===== src/rtl/digit_pkg.sv =====
// Shared types, seven-segment constants and the segment lookup
// used by the digit chain and its display driver.
package digit_pkg;

  typedef logic [3:0] bcd_t;

  // Active-low {a,b,c,d,e,f,g}
  localparam logic [6:0] SEG_0     = 7'b0000001;
  localparam logic [6:0] SEG_1     = 7'b1001111;
  localparam logic [6:0] SEG_2     = 7'b0010010;
  localparam logic [6:0] SEG_3     = 7'b0000110;
  localparam logic [6:0] SEG_4     = 7'b1001100;
  localparam logic [6:0] SEG_5     = 7'b0100100;
  localparam logic [6:0] SEG_6     = 7'b0100000;
  localparam logic [6:0] SEG_7     = 7'b0001111;
  localparam logic [6:0] SEG_8     = 7'b0000000;
  localparam logic [6:0] SEG_9     = 7'b0000100;
  localparam logic [6:0] SEG_BLANK = 7'b1111111;

  function automatic logic [6:0] seg7(input bcd_t v);
    logic [6:0] s;
    case (v)
      4'd0:    s = SEG_0;
      4'd1:    s = SEG_1;
      4'd2:    s = SEG_2;
      4'd3:    s = SEG_3;
      4'd4:    s = SEG_4;
      4'd5:    s = SEG_5;
      4'd6:    s = SEG_6;
      4'd7:    s = SEG_7;
      4'd8:    s = SEG_8;
      4'd9:    s = SEG_9;
      default: s = SEG_BLANK;
    endcase
    return s;
  endfunction

endpackage


===== src/rtl/mod_digit.sv =====
// One modulo-N digit stage with up/down stepping, clear, saturating load
// and a combinational wrap flag that enables the next stage.
module mod_digit
  import digit_pkg::*;
(
  input  logic clock,
  input  logic reset_n,
  input  bcd_t modulus,
  input  logic en,
  input  logic down,
  input  logic clear,
  input  logic load,
  input  bcd_t d_in,
  output bcd_t q,
  output logic wrap_out
);

  bcd_t max_val;
  logic at_boundary;

  assign max_val     = modulus - 4'd1;
  assign at_boundary = down ? (q == 4'd0) : (q == max_val);
  assign wrap_out    = en & at_boundary;

  // Out-of-range preset nibbles clamp to the digit's maximum
  always_ff @(posedge clock or negedge reset_n) begin
    if (!reset_n) begin
      q <= '0;
    end else if (clear) begin
      q <= '0;
    end else if (load) begin
      q <= (d_in > max_val) ? max_val : d_in;
    end else if (en) begin
      if (at_boundary) begin
        q <= down ? max_val : 4'd0;
      end else begin
        q <= down ? (q - 4'd1) : (q + 4'd1);
      end
    end
  end

endmodule


===== src/rtl/digit_chain_display.sv =====
// Cascaded modulo-N digit counter with prescaled enable and terminal carry,
// driving a multiplexed active-low seven-segment display.
module digit_chain_display
  import digit_pkg::*;
#(
  parameter int                   NDIGITS  = 4,
  parameter logic [4*NDIGITS-1:0] MOD      = 16'h6A6A,
  parameter int                   TICK_DIV = 50_000_000,
  parameter int                   SCAN_DIV = 50_000
) (
  input  logic                   clock,
  input  logic                   reset_n,
  input  logic                   ativador,
  input  logic                   down,
  input  logic                   clear,
  input  logic                   load,
  input  logic [4*NDIGITS-1:0]   load_value,
  input  logic                   blank_lz,
  output logic [4*NDIGITS-1:0]   digits,
  output logic                   clockOut,
  output logic [6:0]             seg,
  output logic [NDIGITS-1:0]     an
);

  localparam int PW = (TICK_DIV > 1) ? $clog2(TICK_DIV) : 1;
  localparam int SW = (SCAN_DIV > 1) ? $clog2(SCAN_DIV) : 1;
  localparam int IW = (NDIGITS > 1) ? $clog2(NDIGITS) : 1;
  localparam logic [PW-1:0] PRESC_LAST = PW'(TICK_DIV - 1);
  localparam logic [SW-1:0] SCAN_LAST  = SW'(SCAN_DIV - 1);
  localparam logic [IW-1:0] IDX_LAST   = IW'(NDIGITS - 1);

  logic [PW-1:0] presc;
  logic          tick;
  logic          chain_wrap;

  assign tick = ativador & (presc == PRESC_LAST);

  // Prescaler freezes while disabled so a paused interval resumes intact
  always_ff @(posedge clock or negedge reset_n) begin
    if (!reset_n) begin
      presc <= '0;
    end else if (clear || load) begin
      presc <= '0;
    end else if (ativador) begin
      presc <= tick ? '0 : presc + PW'(1);
    end
  end

  for (genvar i = 0; i < NDIGITS; i++) begin : g_digit
    logic en;
    logic wrap;
    bcd_t q;

    if (i == 0) begin : g_first
      assign en = tick;
    end else begin : g_next
      assign en = tick & g_digit[i-1].wrap;
    end

    mod_digit u_digit (
      .clock    (clock),
      .reset_n  (reset_n),
      .modulus  (MOD[4*i +: 4]),
      .en       (en),
      .down     (down),
      .clear    (clear),
      .load     (load),
      .d_in     (load_value[4*i +: 4]),
      .q        (q),
      .wrap_out (wrap)
    );

    assign digits[4*i +: 4] = q;
  end

  assign chain_wrap = g_digit[NDIGITS-1].wrap;

  // Registered so the pulse lines up with the first cycle showing the wrapped value
  always_ff @(posedge clock or negedge reset_n) begin
    if (!reset_n) begin
      clockOut <= 1'b0;
    end else begin
      clockOut <= chain_wrap & ~clear & ~load;
    end
  end

  logic [SW-1:0] scan_cnt;
  logic [IW-1:0] scan_idx;

  always_ff @(posedge clock or negedge reset_n) begin
    if (!reset_n) begin
      scan_cnt <= '0;
      scan_idx <= '0;
    end else if (scan_cnt == SCAN_LAST) begin
      scan_cnt <= '0;
      scan_idx <= (scan_idx == IDX_LAST) ? '0 : scan_idx + IW'(1);
    end else begin
      scan_cnt <= scan_cnt + SW'(1);
    end
  end

  logic [NDIGITS-1:0] zero_hi;
  logic               all_zero;
  bcd_t               cur_digit;
  logic               blank_now;
  logic [6:0]         seg_next;
  logic [NDIGITS-1:0] an_next;

  // zero_hi[i] is set when digit i and everything above it read zero
  always_comb begin
    zero_hi  = '0;
    all_zero = 1'b1;
    for (int i = NDIGITS - 1; i >= 0; i--) begin
      all_zero   = all_zero & (digits[4*i +: 4] == 4'd0);
      zero_hi[i] = all_zero;
    end
    cur_digit = digits[4*scan_idx +: 4];
    blank_now = blank_lz & (scan_idx != '0) & zero_hi[scan_idx];
    seg_next  = blank_now ? SEG_BLANK : seg7(cur_digit);
    an_next   = ~(NDIGITS'(1) << scan_idx);
  end

  always_ff @(posedge clock or negedge reset_n) begin
    if (!reset_n) begin
      seg <= SEG_0;
      an  <= ~NDIGITS'(1);
    end else begin
      seg <= seg_next;
      an  <= an_next;
    end
  end

endmodule

===== config.mk =====
export PLATFORM = sky130hd
export DESIGN_NAME = digit_chain_display
export DESIGN_NICKNAME = d
export VERILOG_FILES = /design/src/rtl/digit_pkg.sv /design/src/rtl/mod_digit.sv /design/src/rtl/digit_chain_display.sv
export SDC_FILE = /design/constraint.sdc
export NUM_CORES = 1
export LEC_CHECK = 0
export CAP_MARGIN = 40
export CORE_MARGIN = 2
export CORE_UTILIZATION = 50
export DETAILED_ROUTE_END_ITERATION = 8
export GPL_ROUTABILITY_DRIVEN = 0
export PLACE_DENSITY = 0.71
export SLEW_MARGIN = 20
export SYNTH_ARGS = -nofsm -noshare
export SYNTH_HDL_FRONTEND = slang
export SYNTH_HIERARCHICAL = 1
export SYNTH_SLANG_ARGS = --single-unit

===== constraint.sdc =====
create_clock -name clock -period 7.8 [get_ports clock]
set_input_delay 2.34 -clock clock [delete_from_list [all_inputs] [get_ports clock]]
set_output_delay 2.34 -clock clock [all_outputs]
set_load 0.005 [all_outputs]

==> results of run 1 <==
-- worst paths after layout --
kind / from / to / slack, ns / cells after the start
max: ativador / g_digit[3].u_digit/q[1] / 2.06 / 17
min reg2reg: scan_cnt[0] / scan_cnt[0] / 0.48 / 1
max in group asynchronous: reset_n / an[3] / 5.17 / 3
min: scan_cnt[0] / scan_cnt[0] / 0.48 / 1
min in group asynchronous: reset_n / presc[24] / 2.02 / 2
max reg2reg: presc[9] / g_digit[3].u_digit/q[1] / 3.99 / 16
-- registers in the layout, indices dropped and copies added, names as in the netlist --
register,flops
seg,7
clockOut,1
presc,26
scan_idx,2
an,4
scan_cnt,16
g_digit.u_digit/q,16
-- critical path, stage by stage --
cell	delay (ns)
sky130_fd_sc_hd__clkdlybuf4s50_1	0.72
sky130_fd_sc_hd__nand2_1	0.19
sky130_fd_sc_hd__nor4_4	0.30
sky130_fd_sc_hd__buf_4	0.23
sky130_fd_sc_hd__nand2_4	0.10
sky130_fd_sc_hd__clkinv_4	0.15
sky130_fd_sc_hd__and2b_2	0.15
sky130_fd_sc_hd__and3_2	0.23
sky130_fd_sc_hd__and2b_2	0.15
sky130_fd_sc_hd__and3_2	0.22
sky130_fd_sc_hd__and2b_2	0.14
sky130_fd_sc_hd__and3_2	0.22
sky130_fd_sc_hd__nor2_1	0.08
sky130_fd_sc_hd__or2_2	0.35
sky130_fd_sc_hd__a21oi_1	0.18
sky130_fd_sc_hd__mux2i_1	0.10
sky130_fd_sc_hd__o21ai_1	0.14
-- cells in the final DEF, fill, tap and decap left out, types with 13 or more instances in the layout --
master / instances
sky130_fd_sc_hd__xor2_1: 27
sky130_fd_sc_hd__nor3_1: 16
sky130_fd_sc_hd__conb_1: 52
sky130_fd_sc_hd__a21oi_1: 46
sky130_fd_sc_hd__inv_1: 36
sky130_fd_sc_hd__nand4_1: 13
sky130_fd_sc_hd__mux2i_1: 13
sky130_fd_sc_hd__clkdlybuf4s50_1: 48
sky130_fd_sc_hd__ha_1: 36
sky130_fd_sc_hd__nand3_1: 25
sky130_fd_sc_hd__a211oi_1: 13
sky130_fd_sc_hd__nand2_1: 36
sky130_fd_sc_hd__o21ai_0: 18
sky130_fd_sc_hd__xnor2_1: 22
sky130_fd_sc_hd__dfrtp_1: 68
sky130_fd_sc_hd__nor2_1: 53
-- report_power, final --
group / switching [W] / leakage, nW / internal, W / total, W
clock: 0.000176 / 0.131 / 0.000221 / 0.000397
sequential: 0.0000410 / 0.956 / 0.000396 / 0.000437
combinational: 0.000158 / 2.00 / 0.000168 / 0.000326
total: 0.000375 / 3.09 / 0.000785 / 0.00116
-- cell families after synthesis --
| kind of cell | synth area share (%) |
|---|---|
| AO/OA/AOI/OAI | 15.1 |
| XOR/XNOR | 10.6 |
| adder cells (fa/ha/maj) | 9.95 |
| buffers and inverters | 4.00 |
| flip-flops | 31.2 |
| multiplexers | 4.84 |
| other | 0.130 |
| AND/OR/NAND/NOR | 24.1 |
-- metrics by stage --
step,power (W),worst slack (ns),std cells
2_1_floorplan,0.000641,2.93,666
4_1_cts,0.00116,2.13,863
5_1_grt,0.00122,1.83,863
3_3_place_gp,0.000749,1.93,846
3_5_place_dp,0.000761,1.81,847
6_report,0.00116,2.06,863
-- cell type report --
| cell class | count | area [um^2] | share of cell area (%) |
|---|---|---|---|
| clock inverters | 7 | 60.1 | 0.870 |
| multi-input cells | 539 | 3940 | 57.0 |
| flip-flops and latches | 72 | 1810 | 26.2 |
| repair buffers | 56 | 556 | 8.04 |
| inverters | 37 | 144 | 2.08 |
| clock buffers | 9 | 225 | 3.26 |
| well taps | 143 | 179 | 2.59 |
-- metal layers --
layer  wire length, um  up-vias
met5                 0        -
met4               174        0
met3               728       18
met2              6650      155
met1              6190     2382
li1                  -     2397
==> results.py, run 1 <==
metrics = {
    "die": {
        "die_h_um": 112,
        "chipWidth_um": 112,
        "row_count": 39,
        "start_util_pct": 50.9,
        "die_area_mm2": 0.0124,
        "number_of_top_level_pins": 51,
        "floorplan.core_area_mm2": 0.0114,
    },
    "route": {
        "detailed_router_iteration_count_before_antenna_repair": 5,
        "detail_route.vias_per_cell": 5.74,
        "routed_wl_um": 13700,
        "drt_iter0_markers": 334,
        "vias": 4952,
        "detailed_route_drc_error_count": 0,
        "detail_route.wl_per_cell_um": 15.9,
        "final_antenna_net_count": 0,
    },
    "cts": {
        "cts.sink_count": 72,
        "cts_inserted_buffers": 9,
        "root_buffer": "sky130_fd_sc_hd__clkbuf_16",
        "cts_hold_buffers": 0,
        "clk_path_buf_depth": 2,
        "clk_pin_slew_ns": 0.06,
        "clock_tree.htree_level_count": 3,
        "post-cts-setup-buffer-count": 0,
        "tritoncts": "done",
        "later_pin_clock_latency_in_the_skew_report_ns": 0.33,
        "post_cts_sizing": 0,
    },
    "status": {
        "status": "complete, no violations",
    },
    "power_and_ir_drop": {
        "power_density_mw_per_mm2": 168,
        "ir_drop_mv": 0.114,
        "p_leak_nw": 3.09,
    },
    "critical_path": {
        "timing.critical_path.fanout_max": 13,
        "critical_path.endpoint_type": "flop",
        "cp.required_ns": 8.06,
        "startpoint_class": "primary input",
        "path_class": "primary input to flop",
        "critical_path_arrival_ns": 6.00,
    },
    "synth": {
        "synth_warnings": 6,
        "synth_flop_cell": "sky130_fd_sc_hd__dfrtp_1",
        "yosysSeqAreaShare_pct": 31.2,
        "syn-cell-area_mm2": 0.00579,
        "yosysTopAreaCellShare_pct": 29.4,
        "synth.top_cells.by_area": "sky130_fd_sc_hd__dfrtp_1 (29%), sky130_fd_sc_hd__ha_1 (7.8%), sky130_fd_sc_hd__xor2_1 (4.1%), sky130_fd_sc_hd__a21oi_1 (4.0%), sky130_fd_sc_hd__nor2_1 (3.4%)",
        "synth_top_area_cell": "sky130_fd_sc_hd__dfrtp_1",
        "synth_async_sr_flop_share_pct": 100,
        "synthCells": 616,
        "synthDistinctLibCells": 64,
        "ys_ff_latch": 72,
        "number_of_enable_type_register_cells_in_the_synthesized_netlist": 0,
        "syn_area_per_cell_um2": 9.39,
        "yosysMostFrequentCell": "sky130_fd_sc_hd__dfrtp_1",
        "synth.cells.most_frequent": "sky130_fd_sc_hd__dfrtp_1 (68), sky130_fd_sc_hd__nor2_1 (53), sky130_fd_sc_hd__a21oi_1 (46)",
    },
    "layout": {
        "final_core_utilization_pct": 60.7,
        "final_layout_size_suffix_gt1_share_pct": 12.6,
        "layout.filler_cells": 960,
        "antenna_cells": 0,
        "final_cell_area_mm2": 0.00691,
        "syn2layout_area_growth_pct": 19.4,
        "nNetsFinal": 778,
    },
    "global_routing": {
        "global_route.usage.met2_pct": 37.9,
        "top_usage_layer": "met2",
        "track_usage_pct": 22.8,
        "wire_length_of_the_first_global_routing_pass_um": 23600,
        "first_global_vias": 4924,
        "use_met1_pct": 31.1,
        "antenna_found_initial": 0,
        "grt_util_met3_pct": 3.32,
        "maximum_number_of_pins_on_one_net_before_global_route_repair": 48,
        "grt_remaining_overflow": 0,
    },
    "sta": {
        "hold_viol": 0,
        "final_max_slew_viol_count": 0,
        "grt_setup_unrepaired": "no",
        "final.setup.tns_ns": 0,
        "final_min_period_over_clock_period_pct": 73.6,
        "max_clock_freq_ghz": 0.174,
        "holdWs_ns": 0.480,
        "layout_min_cycle_time_ns": 5.74,
        "report.final.setup_viol": 0,
        "relSlewSlack_pct": 48.6,
        "worst_clock_skew_ns": 0.00476,
        "tightest_slew_ns": 0.765,
    },
    "placed_design": {
        "dp.final_hpwl_um": 9890,
        "io_buffer_count": 50,
        "place_area_mm2": 0.00662,
    },
    "flow_run": {
        "cap_viol_max_count": 0,
    },
    "worst_hold_path": {
        "hp-class": "flop to flop",
    },
}
(Power assumes the default switching activity.)
==> run 2: changes to the inputs <==
--- a/config.mk
+++ b/config.mk
@@ -10,7 +10,7 @@
 export CORE_UTILIZATION = 50
 export DETAILED_ROUTE_END_ITERATION = 8
 export GPL_ROUTABILITY_DRIVEN = 0
-export PLACE_DENSITY = 0.71
+export PLACE_DENSITY = 0.73
 export SLEW_MARGIN = 20
 export SYNTH_ARGS = -nofsm -noshare
 export SYNTH_HDL_FRONTEND = slang
==> constraint.sdc (replaced) <==
create_clock -name clock -period 4.8 [get_ports clock]
set_input_delay 1.44 -clock clock [delete_from_list [all_inputs] [get_ports clock]]
set_output_delay 1.44 -clock clock [all_outputs]
set_load 0.005 [all_outputs]
==> results.py, run 2 (synthesis results as in run 1) <==
metrics = {
    "route": {
        "vias": 4948,
        "detailed_router_iteration_count_before_antenna_repair": 4,
        "highest_layer": "met4",
        "detail_route.vias_per_cell": 5.70,
        "met3WireLength_um": 628,
        "routed_wl_um": 13700,
        "detailed_route_drc_error_count": 0,
        "route.met2.wl_um": 6510,
        "drt_iter0_markers": 273,
        "detail_route.wl_per_cell_um": 15.8,
        "final_antenna_net_count": 0,
        "m1_wl_um": 6370,
    },
    "sta": {
        "relSlewSlack_pct": 48.4,
        "final_min_period_over_clock_period_pct": 90.3,
        "final_max_slew_viol_count": 0,
        "layout_min_cycle_time_ns": 4.33,
        "max_clock_freq_ghz": 0.231,
        "holdWs_ns": 0.492,
        "grt_setup_unrepaired": "no",
        "final.setup.tns_ns": 0,
        "tightest_slew_ns": 0.772,
        "hold_viol": 0,
        "fin_ws_ns": 0.466,
        "worst_clock_skew_ns": 0.0116,
        "report.final.setup_viol": 0,
    },
    "cts": {
        "cts.sink_count": 72,
        "later_pin_clock_latency_in_the_skew_report_ns": 0.34,
        "clock_tree.htree_level_count": 3,
        "post_cts_sizing": 0,
        "cts_hold_buffers": 0,
        "root_buffer": "sky130_fd_sc_hd__clkbuf_16",
        "clk_path_buf_depth": 2,
        "tritoncts": "done",
        "cts_inserted_buffers": 9,
        "post-cts-setup-buffer-count": 0,
        "clk_pin_slew_ns": 0.06,
    },
    "layout": {
        "syn2layout_area_growth_pct": 20.3,
        "largest_reg_flops": 26,
        "largest_register": "presc",
        "largestRegisters": "presc x26, g_digit.u_digit/q x16, scan_cnt x16",
        "layout.filler_cells": 972,
        "layout.cells.most_common_list": "sky130_fd_sc_hd__dfrtp_1 (68), sky130_fd_sc_hd__nor2_1 (53), sky130_fd_sc_hd__conb_1 (52)",
        "antenna_cells": 0,
        "final_layout_size_suffix_gt1_share_pct": 13.2,
        "commonest_non_fill_non_tap_cell_in_the_layout": "sky130_fd_sc_hd__dfrtp_1",
        "nNetsFinal": 783,
    },
    "placed_design": {
        "dp.final_hpwl_um": 10200,
        "pre_cts_ws_ns": 0.186,
        "io_buffer_count": 50,
    },
    "global_routing": {
        "grt_remaining_overflow": 0,
        "antenna_found_initial": 0,
        "track_usage_pct": 22.8,
        "first_global_vias": 4811,
        "maximum_number_of_pins_on_one_net_before_global_route_repair": 34,
        "wire_length_of_the_first_global_routing_pass_um": 23400,
    },
    "critical_path": {
        "worst-r2r-cell-count": 15,
        "worstReg2RegStart": "presc[9]",
        "path_class": "primary input to flop",
        "critical_path.endpoint_type": "flop",
        "r2r_end": "g_digit[3].u_digit/q[3]",
        "critical_path_arrival_ns": 4.55,
        "cp.required_ns": 5.01,
        "timing.critical_path.fanout_max": 8,
        "timing.reg2reg.setup_slack_ns": 1.23,
        "startpoint_class": "primary input",
    },
    "power_and_ir_drop": {
        "ir_drop_mv": 0.165,
        "power_density_mw_per_mm2": 279,
        "p_leak_nw": 3.12,
        "report.power.total_w": 0.00194,
    },
    "die": {
        "die_area_mm2": 0.0124,
        "die_h_um": 112,
        "start_util_pct": 50.9,
        "number_of_top_level_pins": 51,
        "chipWidth_um": 112,
        "row_count": 39,
        "floorplan.core_area_mm2": 0.0114,
    },
    "flow_run": {
        "cap_viol_max_count": 0,
    },
    "worst_hold_path": {
        "hold_end": "scan_cnt[0]",
        "worstHoldStart": "scan_cnt[0]",
        "min_path_cells": 1,
        "hp-class": "flop to flop",
    },
    "status": {
        "status": "complete, no violations",
    },
}
==> run 2: cell types whose count changed in the layout (fill, tap and decap cells not counted), sizes merged <==
| cell | previous run | this run |
|---|---|---|
| buf | 8 | 13 |
| bufinv | 0 | 1 |
| clkinvlp | 3 | 2 |
==> run 2: report_power, final <==
part           switching (W)  internal, W
combinational       0.000256     0.000275
sequential         0.0000665     0.000643
clock               0.000290     0.000412
==> run 2: worst max-delay path by stage <==
| stage | to | depth (start not counted) | slack [ns] | start |
|---|---|---|---|---|
| floorplan | g_digit[3].u_digit/q[0] | 15 | 0.83 | ativador |
| global placement | g_digit[3].u_digit/q[1] | 16 | 0.29 | ativador |
| detailed placement | g_digit[3].u_digit/q[3] | 14 | 0.19 | down |
| CTS | g_digit[3].u_digit/q[3] | 14 | 0.53 | down |
| global route | g_digit[3].u_digit/q[3] | 14 | 0.32 | down |
| finish | g_digit[3].u_digit/q[3] | 14 | 0.47 | down |
==> run 2: metal layers <==
metal | up-vias | GRT usage [%]
met4 | 0 | 5.84
met5 | - | 0
met3 | 14 | 3.10
li1 | 2413 | -
met2 | 135 | 37.7
met1 | 2386 | 31.9
==> run 2: area by class of cell <==
class | instances | area (um^2) | share of cell area [%]
Sequential cell | 72 | 1810 | 26.0
Multi-Input combinational cell | 539 | 3940 | 56.6
Timing Repair Buffer | 61 | 586 | 8.42
Clock inverter | 7 | 82.6 | 1.19
Inverter | 37 | 144 | 2.07
Clock buffer | 9 | 225 | 3.24
Tap cell | 143 | 179 | 2.57
==> run 2: critical path, cell delays in order <==
cell                              delay (ns)
sky130_fd_sc_hd__clkdlybuf4s50_1        0.56
sky130_fd_sc_hd__nand2_1                0.18
sky130_fd_sc_hd__a21boi_2               0.34
sky130_fd_sc_hd__and2b_2                0.26
sky130_fd_sc_hd__and3_2                 0.21
sky130_fd_sc_hd__and2b_2                0.20
sky130_fd_sc_hd__and3_2                 0.22
sky130_fd_sc_hd__and2b_2                0.20
sky130_fd_sc_hd__and3_2                 0.21
sky130_fd_sc_hd__nor2_1                 0.17
sky130_fd_sc_hd__or2_2                  0.19
sky130_fd_sc_hd__nor2_1                 0.05
sky130_fd_sc_hd__a41oi_1                0.23
sky130_fd_sc_hd__o31ai_1                0.10
==> run 2: metrics by stage <==
| step | utilization, % | instance area [um^2] | std cells |
|---|---|---|---|
| after global placement | 58.3 | 6630 | 851 |
| after CTS | 61.2 | 6960 | 868 |
| final | 61.2 | 6960 | 868 |
| after detailed placement | 58.5 | 6650 | 852 |
| after global routing | 61.2 | 6960 | 868 |
| after floorplan | - | 5970 | 666 |
==> run 3: changes to the inputs <==
--- a/config.mk
+++ b/config.mk
@@ -11,6 +11,7 @@
 export DETAILED_ROUTE_END_ITERATION = 8
 export GPL_ROUTABILITY_DRIVEN = 0
 export PLACE_DENSITY = 0.73
+export SETUP_SLACK_MARGIN = 0.05
 export SLEW_MARGIN = 20
 export SYNTH_ARGS = -nofsm -noshare
 export SYNTH_HDL_FRONTEND = slang
==> results of run 3 <==
Same layout as run 2: the final DEF is identical, and so are final timing and power.
